==> config.mk <==
export PLATFORM = sky130hd
export DESIGN_NAME = lcd_msg_streamer
export DESIGN_NICKNAME = d
export VERILOG_FILES = /design/src/rtl/lcd_msg_streamer.sv
export SDC_FILE = /design/constraint.sdc
export NUM_CORES = 1
export LEC_CHECK = 0
export ABC_AREA = 1
export ABC_CLOCK_PERIOD_IN_PS = 1200
export BUFFER_PORTS_ARGS = -buffer_cell sky130_fd_sc_hd__buf_2
export CORE_UTILIZATION = 30
export CTS_BUF_LIST = sky130_fd_sc_hd__clkbuf_4 sky130_fd_sc_hd__clkbuf_8
export DETAILED_ROUTE_END_ITERATION = 6
export GPL_TIMING_DRIVEN = 0
export PLACE_DENSITY = 0.7
export SYNTH_ARGS = -nofsm -noshare
export SYNTH_HDL_FRONTEND = slang
export SYNTH_SLANG_ARGS = --single-unit
==> constraint.sdc <==
create_clock -name clock -period 1.2 [get_ports clock]
set_clock_uncertainty 0.05 [all_clocks]
set_input_delay 0.18 -clock clock [delete_from_list [all_inputs] [get_ports clock]]
set_output_delay 0.18 -clock clock [all_outputs]
set_load 0.005 [all_outputs]
==> src/rtl/lcd_msg_streamer.sv <==
// Multi-screen character ROM and streamer feeding the 16x2 LCD write controller.
// A start latches the screen number and the live field bytes, then every character of
// that screen is sent in order over a valid/ready port. Bytes with bit 7 set are slot
// markers: they are replaced by one hex digit of a latched field byte.
module lcd_msg_streamer #(
  parameter int unsigned NUM_MSGS   = 4,
  parameter int unsigned LINE_CHARS = 16,
  parameter int unsigned FIELDS     = 3,
  // Screen image, message-major: byte j of the ROM is MSG_IMAGE[8*j +: 8].
  parameter logic [NUM_MSGS*2*LINE_CHARS*8-1:0] MSG_IMAGE = {(NUM_MSGS*2*LINE_CHARS){8'h20}},
  localparam int unsigned SCR    = 2 * LINE_CHARS,
  localparam int unsigned MSEL_W = (NUM_MSGS > 1) ? $clog2(NUM_MSGS) : 1,
  localparam int unsigned IDX_W  = $clog2(SCR)
) (
  input  logic                  clock,
  input  logic                  resetN,
  input  logic                  start,
  input  logic [MSEL_W-1:0]     msgSel,
  input  logic [FIELDS*8-1:0]   fields,
  output logic                  busy,
  output logic                  done,
  output logic                  error,
  output logic                  charValid,
  input  logic                  charReady,
  output logic [7:0]            charData,
  output logic [IDX_W-1:0]      charIdx
);

  localparam int unsigned ROM_DEPTH = NUM_MSGS * SCR;
  localparam int unsigned ADDR_W    = (ROM_DEPTH > 1) ? $clog2(ROM_DEPTH) : 1;
  localparam logic [IDX_W-1:0] LastIdx = IDX_W'(SCR - 1);

  typedef enum logic [1:0] {StIdle, StFetch, StSend, StDone} state_e;

  state_e                state_q, state_d;
  logic [IDX_W-1:0]      idx_q, idx_d;
  logic [MSEL_W-1:0]     msg_q, msg_d;
  logic [FIELDS*8-1:0]   fields_q, fields_d;
  logic                  error_q, error_d;
  logic [7:0]            char_data_q, char_data_d;

  logic [7:0]            rom [ROM_DEPTH];
  logic [ADDR_W-1:0]     rom_addr;
  logic [7:0]            rom_byte;
  logic [7:0]            sub_byte;
  logic [7:0]            field_byte;
  logic                  field_ok;
  logic [3:0]            nibble;
  logic                  msg_in_range;

  // Unpack the image into a byte-addressed constant table.
  for (genvar i = 0; i < ROM_DEPTH; i++) begin : g_rom
    assign rom[i] = MSG_IMAGE[8*i +: 8];
  end

  // ROM address from the latched screen and the current character position.
  always_comb begin
    rom_addr = ADDR_W'(32'(msg_q) * SCR + 32'(idx_q));
    rom_byte = rom[rom_addr];
  end

  // Slot substitution: bit 7 marks a slot, bits 6:1 pick the field, bit 0 picks the nibble.
  always_comb begin
    field_byte = 8'h00;
    field_ok   = 1'b0;
    for (int unsigned f = 0; f < FIELDS; f++) begin
      if (32'(rom_byte[6:1]) == f) begin
        field_byte = fields_q[8*f +: 8];
        field_ok   = 1'b1;
      end
    end
    nibble = rom_byte[0] ? field_byte[3:0] : field_byte[7:4];
    if (!rom_byte[7]) begin
      sub_byte = rom_byte;
    end else if (!field_ok) begin
      sub_byte = 8'h3F;
    end else if (nibble <= 4'd9) begin
      sub_byte = 8'h30 + {4'h0, nibble};
    end else begin
      sub_byte = 8'h37 + {4'h0, nibble};  // 'A' + (n - 10)
    end
  end

  assign msg_in_range = (32'(msgSel) < NUM_MSGS);

  // Next-state logic: start acceptance, fetch/send handshake and the done pulse.
  always_comb begin
    state_d     = state_q;
    idx_d       = idx_q;
    msg_d       = msg_q;
    fields_d    = fields_q;
    error_d     = error_q;
    char_data_d = char_data_q;
    unique case (state_q)
      StIdle: begin
        if (start) begin
          msg_d    = msgSel;
          fields_d = fields;
          idx_d    = '0;
          if (msg_in_range) begin
            state_d = StFetch;
          end else begin
            state_d = StDone;
            error_d = 1'b1;
          end
        end
      end
      StFetch: begin
        // The substituted ROM byte is registered straight into the output holding register.
        char_data_d = sub_byte;
        state_d     = StSend;
      end
      StSend: begin
        if (charReady) begin
          if (idx_q == LastIdx) begin
            state_d = StDone;
          end else begin
            idx_d   = idx_q + 1'b1;
            state_d = StFetch;
          end
        end
      end
      StDone: begin
        state_d = StIdle;
        error_d = 1'b0;
      end
      default: state_d = StIdle;
    endcase
  end

  // State and datapath registers with synchronous active-low reset.
  always_ff @(posedge clock) begin
    if (!resetN) begin
      state_q     <= StIdle;
      idx_q       <= '0;
      msg_q       <= '0;
      fields_q    <= '0;
      error_q     <= 1'b0;
      char_data_q <= 8'h00;
    end else begin
      state_q     <= state_d;
      idx_q       <= idx_d;
      msg_q       <= msg_d;
      fields_q    <= fields_d;
      error_q     <= error_d;
      char_data_q <= char_data_d;
    end
  end

  assign busy      = (state_q != StIdle);
  assign done      = (state_q == StDone);
  assign error     = error_q;
  assign charValid = (state_q == StSend);
  assign charData  = char_data_q;
  assign charIdx   = idx_q;

endmodule

==> results of run 1 <==
-- path summary, 6_finish.rpt --
path                                 start                       end  slack (ns)
hold reg to reg   charData[5]$_SDFFE_PN0N_  charData[5]$_SDFFE_PN0N_        0.40
setup reg to reg   charIdx[0]$_SDFFE_PN0P_   charIdx[2]$_SDFFE_PN0P_       -0.14
setup / recovery   charIdx[0]$_SDFFE_PN0P_   charIdx[2]$_SDFFE_PN0P_       -0.14
hold / removal                      resetN   charIdx[1]$_SDFFE_PN0P_        0.14
-- stage by stage --
stage	util	worst slack, ns	area, um^2	hold slack (ns)
after global routing	0.485	-0.215	739	0.164
final	0.485	-0.138	739	0.144
after detailed placement	0.417	-0.139	636	0.401
after CTS	0.465	-0.111	708	0.140
after global placement	0.417	-0.122	636	0.393
after floorplan	-	-0.0640	556	0.241
-- power breakdown --
group,switching (mW),internal [mW],leakage (nW)
registers,0.0200,0.287,0.0686
clock network,0.0981,0.115,0.0138
logic,0.0951,0.0925,0.326
-- per-layer routing --
metal  global-route usage  up-vias  share of wire
met3               0.0255        4          0.051
li1                     -      277              -
met5                    0        -              0
met1                0.134      230           0.42
met4                0.119        0          0.030
met2                0.227       16           0.50
-- tightest hold or removal path, cell delays in order --
cell     delay, ns
buf_2         0.14
nand2_1       0.07
nor2_1        0.03
-- cell families (layout without fill, tap and decap cells) --
family,count (synthesis),in the layout,share of synthesized area
buffers and inverters,20,42,0.211
adders and majority gates,2,2,0.0501
and+or+nand+nor,36,37,0.331
other,1,8,0.00751
AOI/OAI and AO/OA,8,8,0.0802
DFF,8,8,0.321
-- cells in the final DEF, fill, tap and decap left out --
cell	instances
nand2_1	15
buf_4	15
buf_2	12
inv_1	10
nor2_1	8
conb_1	8
nand3_1	6
a21oi_1	3
nand2_2	3
a21oi_2	3
dfxtp_1	3
dfxtp_4	3
clkbuf_4	3
inv_2	2
o21ai_0	2
dfxtp_2	2
nor2_4	1
nor3_2	1
nor2_2	1
nand2_4	1
nand3_2	1
ha_4	1
ha_2	1
-- layout make-up --
type,instances,area [um^2],share of cell area
sequential,8,174,0.235
clock buffer,3,22.5,0.0305
buffer,8,60.1,0.0812
multi-input combinational,55,305,0.413
tap,16,20.0,0.0271
timing repair buffer,19,113,0.152
inverter,12,45.0,0.0609
-- sequential cells by signal, summed over array words and instances (netlist names) --
register  cells
state_q       2
charData      1
charIdx       5
-- repair_timing --
item	in CTS	in global routing
gates cloned	1	0
resized for setup	2	6
setup buffers	5	2
hold buffers	0	0
setup endpoints to repair	6	8
pin swaps	4	4
==> flow_metrics.py, run 1 <==
metrics = {
    "outcome": {
        "status": "finished, violations left",
        "violations": "negative setup slack",
    },
    "worst_setup_path": {
        "crit_chain": "ha_4, inv_2, nor3_2, ha_2, nand2_4, nand3_2, nand2_1, inv_1, nor2_1",
        "cp_slowest_cell": "dfxtp_4",
        "critPathKind": "flip-flop to flip-flop",
        "crit_family": "simple AND/OR/NAND/NOR gates",
        "critical_path_depth": 9,
        "required_ns": 1.30,
        "start_kind": "flip-flop",
        "slowest_delay_ns": 0.36,
        "critPathArrivalTime_ns": 1.44,
        "crit_fanout": 5,
        "cp-end-kind": "flip-flop",
        "r2r_cells": 9,
        "cp_num_buf_inv": 2,
    },
    "flow_run": {
        "drv_cap": 0,
    },
    "grt": {
        "grt_max_degree": 10,
        "grt_first_pass_wirelength_um": 1790,
        "grt_pass1_vias": 488,
        "grt_usage": 0.133,
        "grt_overflow": 0,
        "antenna_found_initial": 0,
    },
    "sta": {
        "fin_ws_ns": -0.138,
        "fin_setup_tns_ns": -0.586,
        "hold_viol_final": 0,
        "fin_crit_sh": 1.12,
        "max_freq_ghz": 0.747,
        "drv_slew": 0,
        "final-setup-viol-count": 5,
        "min_period_ns": 1.34,
        "rsz0062_at_grt": "true",
    },
    "placed_design": {
        "place.port_buffers": 12,
        "dp.cells": 110,
        "place_congestion": 0.773,
        "dp_hpwl_um": 751,
    },
    "detailed_routing": {
        "viasPerCell": 4.36,
        "detail-route-antenna-nets": 0,
        "drcViolationCount": 0,
        "wl_um": 1150,
        "avgRoutedWirePerCell_um": 9.47,
        "routed-via-count": 527,
        "drt-pass1-iter-count": 4,
        "first_iter_violations": 5,
    },
    "layout": {
        "antennaDiodeCount": 0,
        "final-instance-count-excl-fill": 121,
        "area_growth_pct": 48.1,
        "drive_gt1_frac": 0.476,
        "final_nets": 139,
        "num-fill-cells": 167,
    },
    "synthesis": {
        "synth.top_cells.by_area": "dfxtp_1, buf_4, nand2_1, inv_1, nand3_1",
        "synth_top_cell_by_area": "dfxtp_1",
        "synth_ff_type": "dfxtp_1",
        "ys_seq_area_frac": 0.321,
        "synth-async-reset-ratio": 0,
        "synth.top_cells.by_count": "nand2_1, inv_1, buf_4, dfxtp_1, nor2_1",
        "synth.avg_cell_area_um2": 6.66,
        "synth_top_area_frac": 0.321,
        "synth.most_common_cell": "nand2_1",
        "synth_cells": 75,
        "yosysUniqueCellTypes": 16,
        "synth_edf_count": 0,
        "syn_area_um2": 499,
        "synth_seq_cells": 8,
        "yosys_warnings": 0,
    },
    "clocking": {
        "tritoncts": "done",
        "worstSkewPairLatency_ns": 0.26,
        "clkTransAtPathRegs_ns": 0.06,
        "cts_buffers": 3,
        "clockBufferDepth": 2,
        "clock-root-buffer": "clkbuf_4",
        "cts_max_level": 1,
        "cts_sinks": 8,
    },
    "die": {
        "die_x_um": 42.8,
        "die_area_um2": 1830,
        "die_y_um": 42.8,
        "rows": 14,
        "core_um2": 1520,
        "start_util": 0.328,
        "io-pin-count": 47,
    },
    "pwr": {
        "power_mw": 0.708,
        "p_per_area_nw_per_um2": 957,
        "irDropWorstVdd_mv": 0.618,
        "p_leak_nw": 0.409,
    },
    "worst_hold_path": {
        "worstHoldPathType": "input pin to flip-flop",
        "min_path_cells": 3,
    },
}
No activity file was read; power rests on OpenSTA's default activity.
==> run 2: changes to the inputs <==
--- a/config.mk
+++ b/config.mk
@@ -13,6 +13,7 @@
 export DETAILED_ROUTE_END_ITERATION = 6
 export GPL_TIMING_DRIVEN = 0
 export PLACE_DENSITY = 0.7
+export SETUP_SLACK_MARGIN = 0.15
 export SYNTH_ARGS = -nofsm -noshare
 export SYNTH_HDL_FRONTEND = slang
 export SYNTH_SLANG_ARGS = --single-unit
==> run 2 against run 1 <==
Effect of this change: the run still ends with negative setup slack left; worst hold slack improved by 0.0060 ns; clock-buffer cell count unchanged; first-iteration DRC count grew 20%; cell count is 2.5% higher; sequential share of layout area is 1.0 points lower; final area increased by 6.1%; critical path type unchanged; largest cell class unchanged; highest routed layer unchanged.
==> flow_metrics.py, run 2 (synthesis results as in run 1) <==
metrics = {
    "sta": {
        "max_freq_ghz": 0.742,
        "fin_crit_sh": 1.12,
        "fin_ws_ns": -0.148,
        "final-setup-viol-count": 6,
        "hold_viol_final": 0,
        "fin_setup_tns_ns": -0.626,
        "min_period_ns": 1.35,
        "rsz0062_at_grt": "true",
        "drv_slew": 0,
    },
    "layout": {
        "num-fill-cells": 162,
        "largest_reg_flops": 5,
        "area_growth_pct": 57.1,
        "final_cell_mix": "buf_4, nand2_1, buf_2",
        "final_nets": 142,
        "register_area_um2": 176,
        "antennaDiodeCount": 0,
        "layout_commonest_cell": "buf_4",
        "drive_gt1_frac": 0.500,
        "multi_input_area_um2": 313,
    },
    "die": {
        "die_area_um2": 1830,
        "io-pin-count": 47,
        "core_um2": 1520,
        "start_util": 0.328,
        "die_x_um": 42.8,
        "die_y_um": 42.8,
        "rows": 14,
    },
    "pwr": {
        "p_leak_nw": 0.431,
        "p_per_area_nw_per_um2": 931,
        "irDropWorstVdd_mv": 0.619,
    },
    "placed_design": {
        "dp_hpwl_um": 751,
        "place.port_buffers": 12,
        "place_congestion": 0.773,
        "dp_slack_ns": -0.139,
    },
    "grt": {
        "grt_first_pass_wirelength_um": 1840,
        "grt_overflow": 0,
        "grt.busiest_layer": "met2",
        "antenna_found_initial": 0,
        "grt_use_met1": 0.134,
        "grt_pass1_vias": 501,
        "grtUsageMet3": 0.0255,
        "grtUsageMet2": 0.239,
        "grt_max_degree": 10,
        "grt_usage": 0.136,
    },
    "detailed_routing": {
        "drcViolationCount": 0,
        "viasPerCell": 4.33,
        "detail-route-antenna-nets": 0,
        "wl_um": 1240,
        "first_iter_violations": 6,
        "drt-pass1-iter-count": 3,
        "avgRoutedWirePerCell_um": 9.98,
        "routed-via-count": 537,
    },
    "clocking": {
        "cts_sinks": 8,
        "worstSkewPairLatency_ns": 0.26,
        "cts_buffers": 3,
        "clockBufferDepth": 2,
        "clock-root-buffer": "clkbuf_4",
        "tritoncts": "done",
        "cts_max_level": 1,
        "clkTransAtPathRegs_ns": 0.06,
    },
    "worst_setup_path": {
        "cp-end-kind": "flip-flop",
        "critPathArrivalTime_ns": 1.45,
        "crit_fanout": 5,
        "start_kind": "flip-flop",
        "required_ns": 1.30,
        "critPathKind": "flip-flop to flip-flop",
    },
    "outcome": {
        "violations": "negative setup slack",
        "status": "finished, violations left",
    },
    "worst_hold_path": {
        "worstHoldPathType": "input pin to flip-flop",
    },
    "flow_run": {
        "drv_cap": 0,
    },
}
## run 2: cell type report
type	count	share of cell area
multi-input combinational	55	0.399
sequential	8	0.225
timing repair buffer	22	0.185
buffer	8	0.0766
inverter	12	0.0606
clock buffer	3	0.0287
tap	16	0.0255
## run 2: worst paths after layout
kind	start	endpoint	slack, ns	cells after the start
setup / recovery	charIdx[0]$_SDFFE_PN0P_	charIdx[2]$_SDFFE_PN0P_	-0.15	9
hold / removal	resetN	charIdx[1]$_SDFFE_PN0P_	0.15	3
setup reg to reg	charIdx[0]$_SDFFE_PN0P_	charIdx[2]$_SDFFE_PN0P_	-0.15	9
hold reg to reg	charData[5]$_SDFFE_PN0N_	charData[5]$_SDFFE_PN0N_	0.40	2
## run 2: critical path: stages (launching register included)
cell and delay (ns):
dfxtp_4 0.36, ha_4 0.13, inv_2 0.04, nor3_2 0.11
ha_2 0.24, nand2_4 0.10, nand3_2 0.09, nand2_1 0.05
inv_1 0.05, nor2_1 0.03
## run 2: per-stage QoR
step	utilization	power [mW]	instance area, um^2	hold WS (ns)	std cells
after global routing	0.515	0.774	785	0.163	124
final	0.515	0.730	785	0.150	124
after CTS	0.475	0.705	724	0.140	119
after global placement	0.417	0.461	636	0.393	110
after floorplan	-	0.422	556	0.241	82
after detailed placement	0.417	0.469	636	0.401	110
## run 2: power by group
part | switching, mW | internal [mW] | leakage [nW] | total (mW)
clock network | 0.0968 | 0.115 | 0.0138 | 0.212
registers | 0.0233 | 0.287 | 0.0689 | 0.310
logic | 0.100 | 0.109 | 0.349 | 0.209
## run 2: per-layer routing
metal,vias to the layer above,routed length (um)
li1,282,-
met3,4,58
met4,0,33
met5,-,0
met2,16,634
met1,235,511
## run 2: repair_timing
| item | 4_1_cts | 5_1_grt |
|---|---|---|
| pin swaps | 5 | 5 |
| hold buffers | 0 | 0 |
| cloned | 1 | 0 |
| setup buffers | 5 | 5 |
| setup endpoints to repair | 9 | 11 |
| resized for setup | 8 | 6 |
==> run 3: changes to the inputs <==
--- a/config.mk
+++ b/config.mk
@@ -10,6 +10,8 @@
 export BUFFER_PORTS_ARGS = -buffer_cell sky130_fd_sc_hd__buf_2
 export CORE_UTILIZATION = 30
 export CTS_BUF_LIST = sky130_fd_sc_hd__clkbuf_4 sky130_fd_sc_hd__clkbuf_8
+export CTS_CLUSTER_DIAMETER = 150
+export CTS_CLUSTER_SIZE = 12
 export DETAILED_ROUTE_END_ITERATION = 6
 export GPL_TIMING_DRIVEN = 0
 export PLACE_DENSITY = 0.7
==> constraint.sdc (replaced) <==
create_clock -name clock -period 1.2 [get_ports clock]
set_clock_uncertainty 0.05 [all_clocks]
set_input_delay 0.18 -clock clock [delete_from_list [all_inputs] [get_ports clock]]
set_output_delay 0.18 -clock clock [all_outputs]
set_load 0.05 [all_outputs]
==> run 3 against run 2 <==
Effect of this change: the run still ends with negative setup slack left; utilization increased by 2.6 points; largest cell class unchanged; worst setup slack improved by 0.022 ns; maximum frequency increased by 1.7%; global-route usage decreased by 0.60 points; wire length decreased by 12%.
==> flow_metrics.py, run 3 (synthesis results as in run 1) <==
metrics = {
    "grt": {
        "grt_first_pass_wirelength_um": 1750,
        "grt_pass1_vias": 425,
        "grt_max_degree": 10,
        "grt_overflow": 0,
        "grt_usage": 0.130,
        "antenna_found_initial": 0,
    },
    "worst_setup_path": {
        "critPathArrivalTime_ns": 1.43,
        "required_ns": 1.31,
        "start_kind": "flip-flop",
        "critPathKind": "flip-flop to flip-flop",
        "crit_fanout": 5,
        "cp-end-kind": "flip-flop",
    },
    "layout": {
        "area_growth_pct": 65.2,
        "layout_commonest_cell": "nand2_1",
        "final_cell_mix": "nand2_1, buf_4, inv_1, nor2_1, conb_1",
        "antennaDiodeCount": 0,
        "largest_reg_flops": 5,
        "drive_gt1_frac": 0.515,
        "final_nets": 136,
        "num-fill-cells": 138,
        "fin_area_um2": 825,
    },
    "clocking": {
        "clkTransAtPathRegs_ns": 0.06,
        "cts_sinks": 8,
        "worstSkewPairLatency_ns": 0.26,
        "clock-root-buffer": "clkbuf_4",
        "cts_max_level": 1,
        "tritoncts": "done",
        "ctsHoldBuffers": 0,
        "cts_buffers": 3,
        "clockBufferDepth": 2,
    },
    "pwr": {
        "power_mw": 0.919,
        "p_per_area_nw_per_um2": 1110,
        "irDropWorstVdd_mv": 0.635,
        "p_leak_nw": 0.415,
    },
    "placed_design": {
        "post_dp_cell_area_um2": 661,
        "place_congestion": 0.770,
        "place.port_buffers": 12,
        "dp_hpwl_um": 740,
        "dp_slack_ns": -0.169,
    },
    "die": {
        "die_y_um": 42.8,
        "core_um2": 1520,
        "io-pin-count": 47,
        "rows": 14,
        "start_util": 0.328,
        "die_x_um": 42.8,
        "die_area_um2": 1830,
    },
    "sta": {
        "fin_crit_sh": 1.10,
        "rsz0062_at_grt": "true",
        "drv_slew": 0,
        "hold_slack_ns": 0.144,
        "min_period_ns": 1.33,
        "fin_ws_ns": -0.126,
        "max_freq_ghz": 0.754,
        "hold_viol_final": 0,
        "final-setup-viol-count": 7,
    },
    "worst_hold_path": {
        "worstHoldPathType": "input pin to flip-flop",
    },
    "flow_run": {
        "drv_cap": 0,
    },
    "detailed_routing": {
        "routed-via-count": 522,
        "wl_um": 1090,
        "first_iter_violations": 11,
        "detail-route-antenna-nets": 0,
        "viasPerCell": 4.39,
        "drt-pass1-iter-count": 4,
        "drcViolationCount": 0,
        "avgRoutedWirePerCell_um": 9.13,
    },
    "outcome": {
        "status": "finished, violations left",
        "violations": "negative setup slack",
    },
}
[run 3: cell count changes in the layout (fill, tap and decap cells not counted), sizes merged]
| cell | previous run | this run |
|---|---|---|
| buf | 30 | 24 |
| clkbuf | 3 | 4 |
[run 3: timing repair]
| action | CTS | global route |
|---|---|---|
| cloned | 1 | 0 |
| setup buffers | 4 | 0 |
| pin swaps | 8 | 4 |
| endpoints found under the setup margin | 15 | 14 |
| gates resized for setup | 23 | 8 |
[run 3: layout make-up]
type / count / area [um^2] / share of cell area
flip-flops and latches: 8 / 184 / 0.223
repair buffers: 16 / 170 / 0.206
clock buffers: 4 / 30.0 / 0.0364
inverters: 12 / 47.5 / 0.0577
plain buffers: 8 / 60.1 / 0.0728
well taps: 16 / 20.0 / 0.0243
multi-input cells: 55 / 313 / 0.379
[run 3: stage by stage]
stage,TNS [ns],std cells,util
after CTS,-0.701,119,0.528
after global placement,-0.631,110,0.433
after floorplan,-1.10,82,-
after global routing,-1.13,119,0.541
after detailed placement,-0.751,110,0.433
final,-0.685,119,0.541
[run 3: power by group]
group	internal, mW	total (mW)	switching, mW	leakage (nW)
Sequential	0.285	0.309	0.0236	0.0703
Combinational	0.130	0.357	0.227	0.326
Clock	0.150	0.253	0.102	0.0184
Total	0.565	0.919	0.353	0.415
[run 3: critical path: stages, from the launching register on]
cell and delay, ns:
dfxtp_4 0.36, ha_4 0.13, inv_2 0.03, nor3_2 0.10
ha_2 0.25, nand2_4 0.09, nand2_2 0.07, nand2_1 0.05
nand2_1 0.06, nor2_1 0.04
[run 3: path summary, 6_finish.rpt]
check / startpoint / slack, ns / cells past startpoint / end
worst max register to register: charIdx[1]$_SDFFE_PN0P_ / -0.13 / 9 / charIdx[3]$_SDFFE_PN0P_
worst max-delay path: charIdx[1]$_SDFFE_PN0P_ / -0.13 / 9 / charIdx[3]$_SDFFE_PN0P_
worst min-delay path: resetN / 0.14 / 3 / charIdx[1]$_SDFFE_PN0P_
worst min register to register: charData[5]$_SDFFE_PN0N_ / 0.40 / 2 / charData[5]$_SDFFE_PN0N_
[run 3: routing by layer]
| layer | vias up | GRT usage | wire [um] |
|---|---|---|---|
| met1 | 226 | 0.150 | 461 |
| met5 | - | 0 | 0 |
| li1 | 276 | - | - |
| met2 | 18 | 0.218 | 522 |
| met4 | 0 | 0.0750 | 18 |
| met3 | 2 | 0.0298 | 85 |
